File: config.mk
export PLATFORM = sky130hd
export DESIGN_NAME = branch_checkpoint_manager
export DESIGN_NICKNAME = d
export VERILOG_FILES = /design/src/rtl/branch_checkpoint_manager.sv
export SDC_FILE = /design/constraint.sdc
export NUM_CORES = 1
export LEC_CHECK = 0
export CORE_ASPECT_RATIO = 1.1
export CORE_MARGIN = 1.5
export CORE_UTILIZATION = 45
export CTS_CLUSTER_SIZE = 24
export DETAILED_ROUTE_END_ITERATION = 6
export PLACE_DENSITY = 0.66
export REMOVE_ABC_BUFFERS = 1
export SETUP_SLACK_MARGIN = 0.2
export SYNTH_ARGS = -nofsm -noshare
export SYNTH_HDL_FRONTEND = slang
export SYNTH_SLANG_ARGS = --single-unit
File: constraint.sdc
create_clock -name clk -period 8.9 [get_ports clk]
set_clock_uncertainty 0.2 [all_clocks]
set_input_delay 0.89 -clock clk [delete_from_list [all_inputs] [get_ports clk]]
set_output_delay 0.89 -clock clk [all_outputs]
set_load 0.01 [all_outputs]
File: src/rtl/branch_checkpoint_manager.sv
// Speculative branch-history checkpoint pool. Slots are allocated in program
// order at decode, resolved out of order at execute and restored on a mispredict.
module branch_checkpoint_manager #(
    parameter int unsigned NUM_CKPT = 8,
    parameter int unsigned STATE_W  = 64,
    parameter int unsigned ID_W     = $clog2(NUM_CKPT)
) (
    input  logic               clk,
    input  logic               rst_n,
    input  logic               alloc_req,
    input  logic [STATE_W-1:0] alloc_state,
    output logic               alloc_gnt,
    output logic [ID_W-1:0]    alloc_id,
    output logic               alloc_color,
    output logic               full,
    output logic               empty,
    input  logic               resolve_valid,
    input  logic [ID_W-1:0]    resolve_id,
    input  logic               resolve_color,
    input  logic               resolve_mispredict,
    input  logic               flush_all,
    output logic               restore_valid,
    output logic [STATE_W-1:0] restore_state,
    output logic [ID_W:0]      occupancy
);
    localparam int unsigned PTR_W = ID_W + 1;

    typedef enum logic {IDLE = 1'b0, RESTORE = 1'b1} fsm_t;

    fsm_t                state, state_next;
    logic [PTR_W-1:0]    head_ptr, tail_ptr, head_next, tail_next;
    logic [PTR_W-1:0]    resolve_ptr, resolve_dist;
    logic [ID_W-1:0]     head_idx, tail_idx;
    logic [NUM_CKPT-1:0] slot_valid, slot_done, slot_color;
    logic [NUM_CKPT-1:0] valid_next, done_next, squash;
    logic [STATE_W-1:0]  slot_state [NUM_CKPT];
    logic [ID_W-1:0]     rel [NUM_CKPT];
    logic                hit, mispredict_hit, retire;

    assign head_idx    = head_ptr[ID_W-1:0];
    assign tail_idx    = tail_ptr[ID_W-1:0];
    assign resolve_ptr = {resolve_color, resolve_id};

    assign full        = (head_idx == tail_idx) && (head_ptr[ID_W] != tail_ptr[ID_W]);
    assign empty       = (head_ptr == tail_ptr);
    assign occupancy   = tail_ptr - head_ptr;
    assign alloc_id    = tail_idx;
    assign alloc_color = tail_ptr[ID_W];

    // A resolve whose slot is dead or recoloured belongs to a squashed branch.
    assign hit = resolve_valid & ~flush_all & slot_valid[resolve_id]
               & (slot_color[resolve_id] == resolve_color);
    assign mispredict_hit = hit & resolve_mispredict;
    assign retire         = slot_valid[head_idx] & slot_done[head_idx];

    assign alloc_gnt = alloc_req & ~full & (state == IDLE) & ~mispredict_hit & ~flush_all;

    // Slots strictly younger than the resolved branch, up to the current tail.
    always_comb begin
        resolve_dist = tail_ptr - resolve_ptr;
        for (int unsigned i = 0; i < NUM_CKPT; i++) begin
            rel[i]    = ID_W'(i) - resolve_id;
            squash[i] = (rel[i] != '0) && ({1'b0, rel[i]} < resolve_dist);
        end
    end

    always_comb begin
        valid_next = slot_valid;
        done_next  = slot_done;
        head_next  = head_ptr;
        tail_next  = tail_ptr;
        if (flush_all) begin
            valid_next = '0;
            head_next  = tail_ptr;
        end else begin
            if (retire) begin
                valid_next[head_idx] = 1'b0;
                head_next            = head_ptr + PTR_W'(1);
            end
            if (alloc_gnt) begin
                valid_next[tail_idx] = 1'b1;
                done_next[tail_idx]  = 1'b0;
                tail_next            = tail_ptr + PTR_W'(1);
            end
            // A mispredicted branch is itself finished; it retires normally.
            if (hit) begin
                done_next[resolve_id] = 1'b1;
            end
            if (mispredict_hit) begin
                valid_next = valid_next & ~squash;
                tail_next  = resolve_ptr + PTR_W'(1);
            end
        end
    end

    always_comb begin
        state_next = state;
        case (state)
            IDLE:    if (mispredict_hit) state_next = RESTORE;
            RESTORE: state_next = mispredict_hit ? RESTORE : IDLE;
        endcase
        if (flush_all) begin
            state_next = IDLE;
        end
    end

    always_ff @(posedge clk) begin
        if (!rst_n) begin
            state <= IDLE;
        end else begin
            state <= state_next;
        end
    end

    always_ff @(posedge clk) begin
        if (!rst_n) begin
            head_ptr      <= '0;
            tail_ptr      <= '0;
            slot_valid    <= '0;
            slot_done     <= '0;
            restore_valid <= 1'b0;
            restore_state <= '0;
        end else begin
            head_ptr      <= head_next;
            tail_ptr      <= tail_next;
            slot_valid    <= valid_next;
            slot_done     <= done_next;
            restore_valid <= (state_next == RESTORE);
            if (mispredict_hit) begin
                restore_state <= slot_state[resolve_id];
            end
        end
    end

    // Snapshot payload needs no reset; it is only read behind a valid bit.
    always_ff @(posedge clk) begin
        if (rst_n && alloc_gnt) begin
            slot_state[tail_idx] <= alloc_state;
            slot_color[tail_idx] <= tail_ptr[ID_W];
        end
    end

endmodule

Yosys cells after proc, flatten, opt, wreduce, memory -nomap -nowiden
Memory sizes are Yosys's and may differ from the RTL's. A register that Yosys moved wholly into a read port is not among the register bits. Cells that the tools add are included.

$add $sub $neg: 13. Multiply operators: 0. Divide/modulo/power cells: 0. $lt $le $gt $ge: 14. Equal/unequal tests: 4. Shifts and indexed selects: 0. Mux-type cells: 30. Bitwise operators: 22. Reduce and logical (&&, ||, !) cells: 26.

Operators by type and width (number): $mux 8 (8); $lt 3x4->1 (8); $and 8x8->8 (3); $not 8->8 (3); $reduce_bool 3->1 (8); $mux 4 (4); $or 8x8->8 (2); $logic_and 1x1->1 (13); $add 4x1->4 const B (3); $bmux 1 s3 (4); $lt 3x4->1 const B (3); $sub 3x3->3 const A (4); $mux 1 (10); $and 1x1->1 (9); $demux 1 s3 (3); $ge 3x1->1 const B (3); $bwmux 8 (1); $sub 4x4->4 (2); $sub 1x3->3 const A (2); $sub 2x3->3 const A (2); $not 1->1 (5); $eq 4x4->1 (1); $reduce_bool 2->1 (2); $eq 3x3->1 (1); 5 further kinds (5).

Flip-flop bits (word level): 33. Bits in latches: 0. Memory bits (writable): 512. Memory bits (read-only): 0. Input port bits: 74. Output and inout bits: 76. Logic and storage cells: 116. Memories kept: 1.

Memory list: slot_state (words 8, bits a word 64, read ports 1, clocked after Yosys merged registers in 1, wr ports 1, line 36) `logic [STATE_W-1:0] slot_state [NUM_CKPT];`.

Longest topological paths before layout
Word-level depth: 13. Depth in mapped cells: 15. Gate-level depth less buffers: 11.

Worst setup path after synthesis
Ideal clock, no wire load.

Path kind: input-to-reg. Start: input resolve_id[0]. End: register slot_color[1], enable pin. Library setup time: 0.648 ns. Arrival: 8.327 ns. Required time: 8.052 ns. Setup slack: -0.275 ns. Stages: 6. Path buffers: 1. Path through: buf_4 > mux2i_1 > mux4_2 > xnor2_4 > o21ai_1 > nor4_1.

Word-level cells in the longest chain between the ends: 9. Elaborated cells between the ends (all ways): 12. Those cells by class: eq/ne (1); mux (4); bitwise (6); reduce/logical (1).

Ends and longest elaborated chain: start: declaration (line 18) `input logic [ID_W-1:0] resolve_id,`; $bmux 1 s3 (on tied branches) (line 51, 52); $mux 1 (on tied branches) (line 51, 52); $and 1x1->1 or $eq 1x1->1 (tied branches) (line 51, 52); $and 1x1->1 * (line 52) `& (slot_color[resolve_id] == resolve_color);`; $and 1x1->1 * (line 53) `assign mispredict_hit = hit & resolve_mispredict;`; $not 1->1 * (line 56) `assign alloc_gnt = alloc_req & ~full & (state == IDLE) & ~mispredict_hit & ~flush_all;`; $and 1x1->1 * (2 in series) (line 56); $logic_and 1x1->1 * (line 137) `if (rst_n && alloc_gnt) begin`; end signal: indexed assignment (line 139) `slot_color[tail_idx] <= tail_ptr[ID_W];`; end: declaration (line 34) `logic [NUM_CKPT-1:0] slot_valid, slot_done, slot_color;`.

Every way passes the cells marked *; elsewhere a longest branch is shown, timed or not. The select of a mux whose other input is x is not followed. A chain may end at the register's enable or synchronous reset.

Worst setup path in the final report
Start: input resolve_id[0]. End: output alloc_gnt.

Word-level cells in the longest chain between the ends: 8. Elaborated cells between the ends (all ways): 11. Those cells by class: eq/ne (1); mux (4); bitwise (6).

Ends and longest elaborated chain: $bmux 1 s3 (on tied branches) (line 51, 52); $mux 1 (on tied branches) (line 51, 52); $and 1x1->1 or $eq 1x1->1 (tied branches) (line 51, 52); $and 1x1->1 * (line 52); $and 1x1->1 * (line 53); $not 1->1 * (line 56); $and 1x1->1 * (2 in series) (line 56); end: declaration (line 12) `output logic alloc_gnt,`.

Marks and branches as above.

==> reports/summary.txt <==
Hold Violations, Final -> 0
DRT Pass-1 Iters -> 7
DIE HEIGHT -> 243 um
CP peak stage delay -> 0.58 ns
Sequential share of power -> 51.1%
Total power divided by cell area -> 220 nW/um2
DP HPWL -> 27.2 mm
Reg-to-reg slack, setup -> 5.12 ns
Max stage delay cell, worst path -> clkdlybuf4s50_1
Number of global-route vias before repair -> 13000
Failing checks -> DRC
FF/Latch Area -> 17400 um2
Clk buf depth -> 3
Post-cts resize count -> 0
Max-slew violations -> 0
Cell row count -> 87
CP Buf/Inv Count -> 3
Most frequent cells in the layout -> edfxtp_1 (520), nand2_1 (160), clkdlybuf4s50_1 (146), mux4_2 (132), dfxtp_1 (89)
Syn. warnings -> 0
Area contributors post-synth -> edfxtp_1 (66%), mux4_2 (13%), dfxtp_1 (7.6%)
CP required -> 7.81 ns
Post-layout min period -> 4.73 ns
Crit Path Max Fanout -> 49
Post-DR wirelength/cell -> 23.2 um
Leak pwr -> 8.85 nW
Filler Cells Inserted -> 3955
Worst reg2reg path endpoint -> slot_state[0][13]
Mapped Cells -> 1295
CP Class -> input port to output port
CP startpoint kind -> input port
#FFs+latches synth -> 609
Layout cells sized above 1 -> 18.0%
Clk slew on worst S/H paths -> 0.06 ns
Ports -> 150
Worst path top cell family by delay -> buffers and inverters
Post-synth ARST share -> 0%
Sequential area share after synthesis -> 73.9%
Initial Utilization -> 45.7%
Commonest non-fill, non-tap cell in the layout -> edfxtp_1
Clk Latency, worst-skew pair -> 0.62 ns
Tcrit/Tclk final -> 53.1%
Int Pwr -> 0.00489 W
Worst slew pin tran -> 1.14 ns
Switching part of the total power -> 20.3%
Cts hold-fix bufs -> 0
Total track usage -> 19.1%
Setup Buffers After CTS -> 0
CP cell instances -> buf_8 > buf_4 > mux2i_1 > mux4_2 > xnor2_4 > nor2_4 > nor2_1 > clkdlybuf4s50_1
Largest net degree at the start of global routing -> 82
Clock sink count -> 609
Clock network power share -> 43.5%
Nets -> 1543
DRT iter0 DRCs -> 960
Yosys top cell area share -> 66.3%
Post-synthesis cell area -> 23500 um2
Setup repair after global routing missed its margin -> false
Most used DFF post-synth -> edfxtp_1
Post-Route WL -> 50.4 mm
Post-Place Setup Slack -> 3.67 ns
Final hold slack -> 0.291 ns
Synth-to-Final Area Change -> 18.4%
Achievable frequency -> 211 MHz
Crit path DAT -> 3.64 ns
Synth area leader -> edfxtp_1
Chip width -> 221 um
NetSw -> 0.00124 W
Hold Path Class -> flip-flop to flip-flop
Max-cap violations -> 0
Core ar. -> 51500 um2
VDD IR max -> 0.166 mV
CTS Buf Count -> 60
Via count -> 12300
# port buffers -> 149
Hold path start -> slot_done[7]
Run status -> finished, violations left
PnR worst setup slack -> 4.17 ns
Full die area -> 53700 um2
Hold Path Depth -> 2
Footprint of the multi-input gates -> 5800 um2
Root buf cell -> clkbuf_16
Mapped Avg Cell Area -> 18.2 um2
Total grt overflow -> 0
Reg2reg path depth -> 7
Post-synth cell types -> 57
Initial antenna violation count -> 4
Max_slew headroom -> 23.9%
RePlAce Congestion -> 0.855
CTS tree -> done
Final setup fails -> 0
Routed Antenna Nets -> 0
DRC errors left -> 16
# H-tree levels -> 2
Reg2Reg Launch Point -> head_ptr[1]
DR vias/cell -> 5.66
Logic gate share of total power -> 5.3%
CP Capture Type -> output port
Worst Hold Path EP -> slot_done[7]
First-pass GRT wire length -> 78.0 mm
Post-synth EDFFs -> 520
area by class of cell:
| type | instances | area share, % |
|---|---|---|
| Antenna cell | 3 | 0.0269 |
| Clock buffer | 77 | 5.86 |
| Clock inverter | 36 | 1.75 |
| Inverter | 18 | 0.247 |
| Multi-Input combinational cell | 591 | 20.8 |
| Sequential cell | 609 | 62.4 |
| Tap cell | 667 | 2.99 |
| Timing Repair Buffer | 169 | 5.93 |
worst reg2reg max path: cells and delay by family, from the launching register on:
| family | cells | cell delay (ns) |
|---|---|---|
| AOI/OAI and AO/OA | 1 | 0.26 |
| and+or+nand+nor | 3 | 0.85 |
| buffers and inverters | 2 | 1.07 |
| adders and majority gates | 1 | 0.35 |
| DFF | 1 | 0.63 |
how the worst max path moves through the flow:
stage,from,endpoint,slack (ns),cells after the start
after CTS,resolve_id[0],alloc_gnt,4.13,8
after global placement,resolve_id[0],restore_state[31],3.79,10
final,resolve_id[0],alloc_gnt,4.17,8
after detailed placement,resolve_id[0],restore_state[46],3.67,10
after global routing,resolve_id[0],alloc_gnt,3.95,8
after floorplan,resolve_id[1],slot_color[1],-0.21,5
flip-flops by register name, summed over array words and instances (netlist names):
signal         cells
slot_valid         8
slot_done          8
restore_state     64
tail_ptr           4
restore_valid      1
slot_state       512
head_ptr           4
slot_color         8
cell families (layout without fill, tap and decap cells):
family / Yosys count / in the layout / synth area share, %
AO/OA/AOI/OAI: 132 / 132 / 4.48
XOR/XNOR: 15 / 15 / 0.638
adder cells (fa/ha/maj): 32 / 32 / 1.64
buffers and inverters: 95 / 300 / 1.70
flip-flops: 609 / 609 / 73.9
multiplexers: 141 / 141 / 13.0
other: 0 / 3 / 0
AND/OR/NAND/NOR: 271 / 271 / 4.64
synth_stat cells, types with 2 or more instances:
cell type	count
a2111oi_1	2
nand2_1	160
xor2_1	4
inv_1	14
o31ai_1	2
clkbuf_1	43
buf_4	2
maj3_1	12
and4_1	2
ha_1	18
xnor2_1	10
nor2b_1	2
buf_2	29
a311oi_1	64
edfxtp_1	520
dfxtp_1	89
a211oi_1	3
and2_1	2
nand3_1	4
a221oi_2	2
inv_2	2
nor2_1	77
or3_1	4
mux2i_1	8
nor4_1	2
clkinv_1	2
o21a_1	3
nor3_1	8
o22a_1	2
o21ai_1	10
nand4_1	2
o211ai_1	3
o22ai_1	2
buf_1	3
o311ai_1	6
nand2b_1	5
a22oi_1	6
mux4_2	132
o21ai_0	8
fa_1	2
a21oi_1	8
power groups by stage:
stage                     clock (W)  combinational (W)  sequential (W)
after CTS                   0.00272           0.000332         0.00313
after detailed placement          0           0.000331         0.00320
after global routing        0.00283           0.000358         0.00314
after global placement            0           0.000325         0.00319
after floorplan                   0           0.000157         0.00320
final                       0.00267           0.000327         0.00313
routing by layer:
layer  GRT usage [%]  up-vias  routed length, um
met4            5.66        6               1060
met5               0        -                 35
met3            3.53       78               2490
met1            24.9     6396              21000
met2            33.0      324              25700
li1                -     5489                  -
through the flow:
stage	std cells	power [W]	TNS [ns]	cell area (um2)	utilization (%)
after floorplan	1218	0.00335	-24.57	23200	-
after global placement	2054	0.00352	0	25800	50.0
after detailed placement	2054	0.00353	0	25800	50.0
after CTS	2167	0.00619	0	27900	54.1
after global routing	2168	0.00632	0	27900	54.1
final	2170	0.00613	0	27900	54.2
Note: power is estimated with default switching activity, not from simulation.
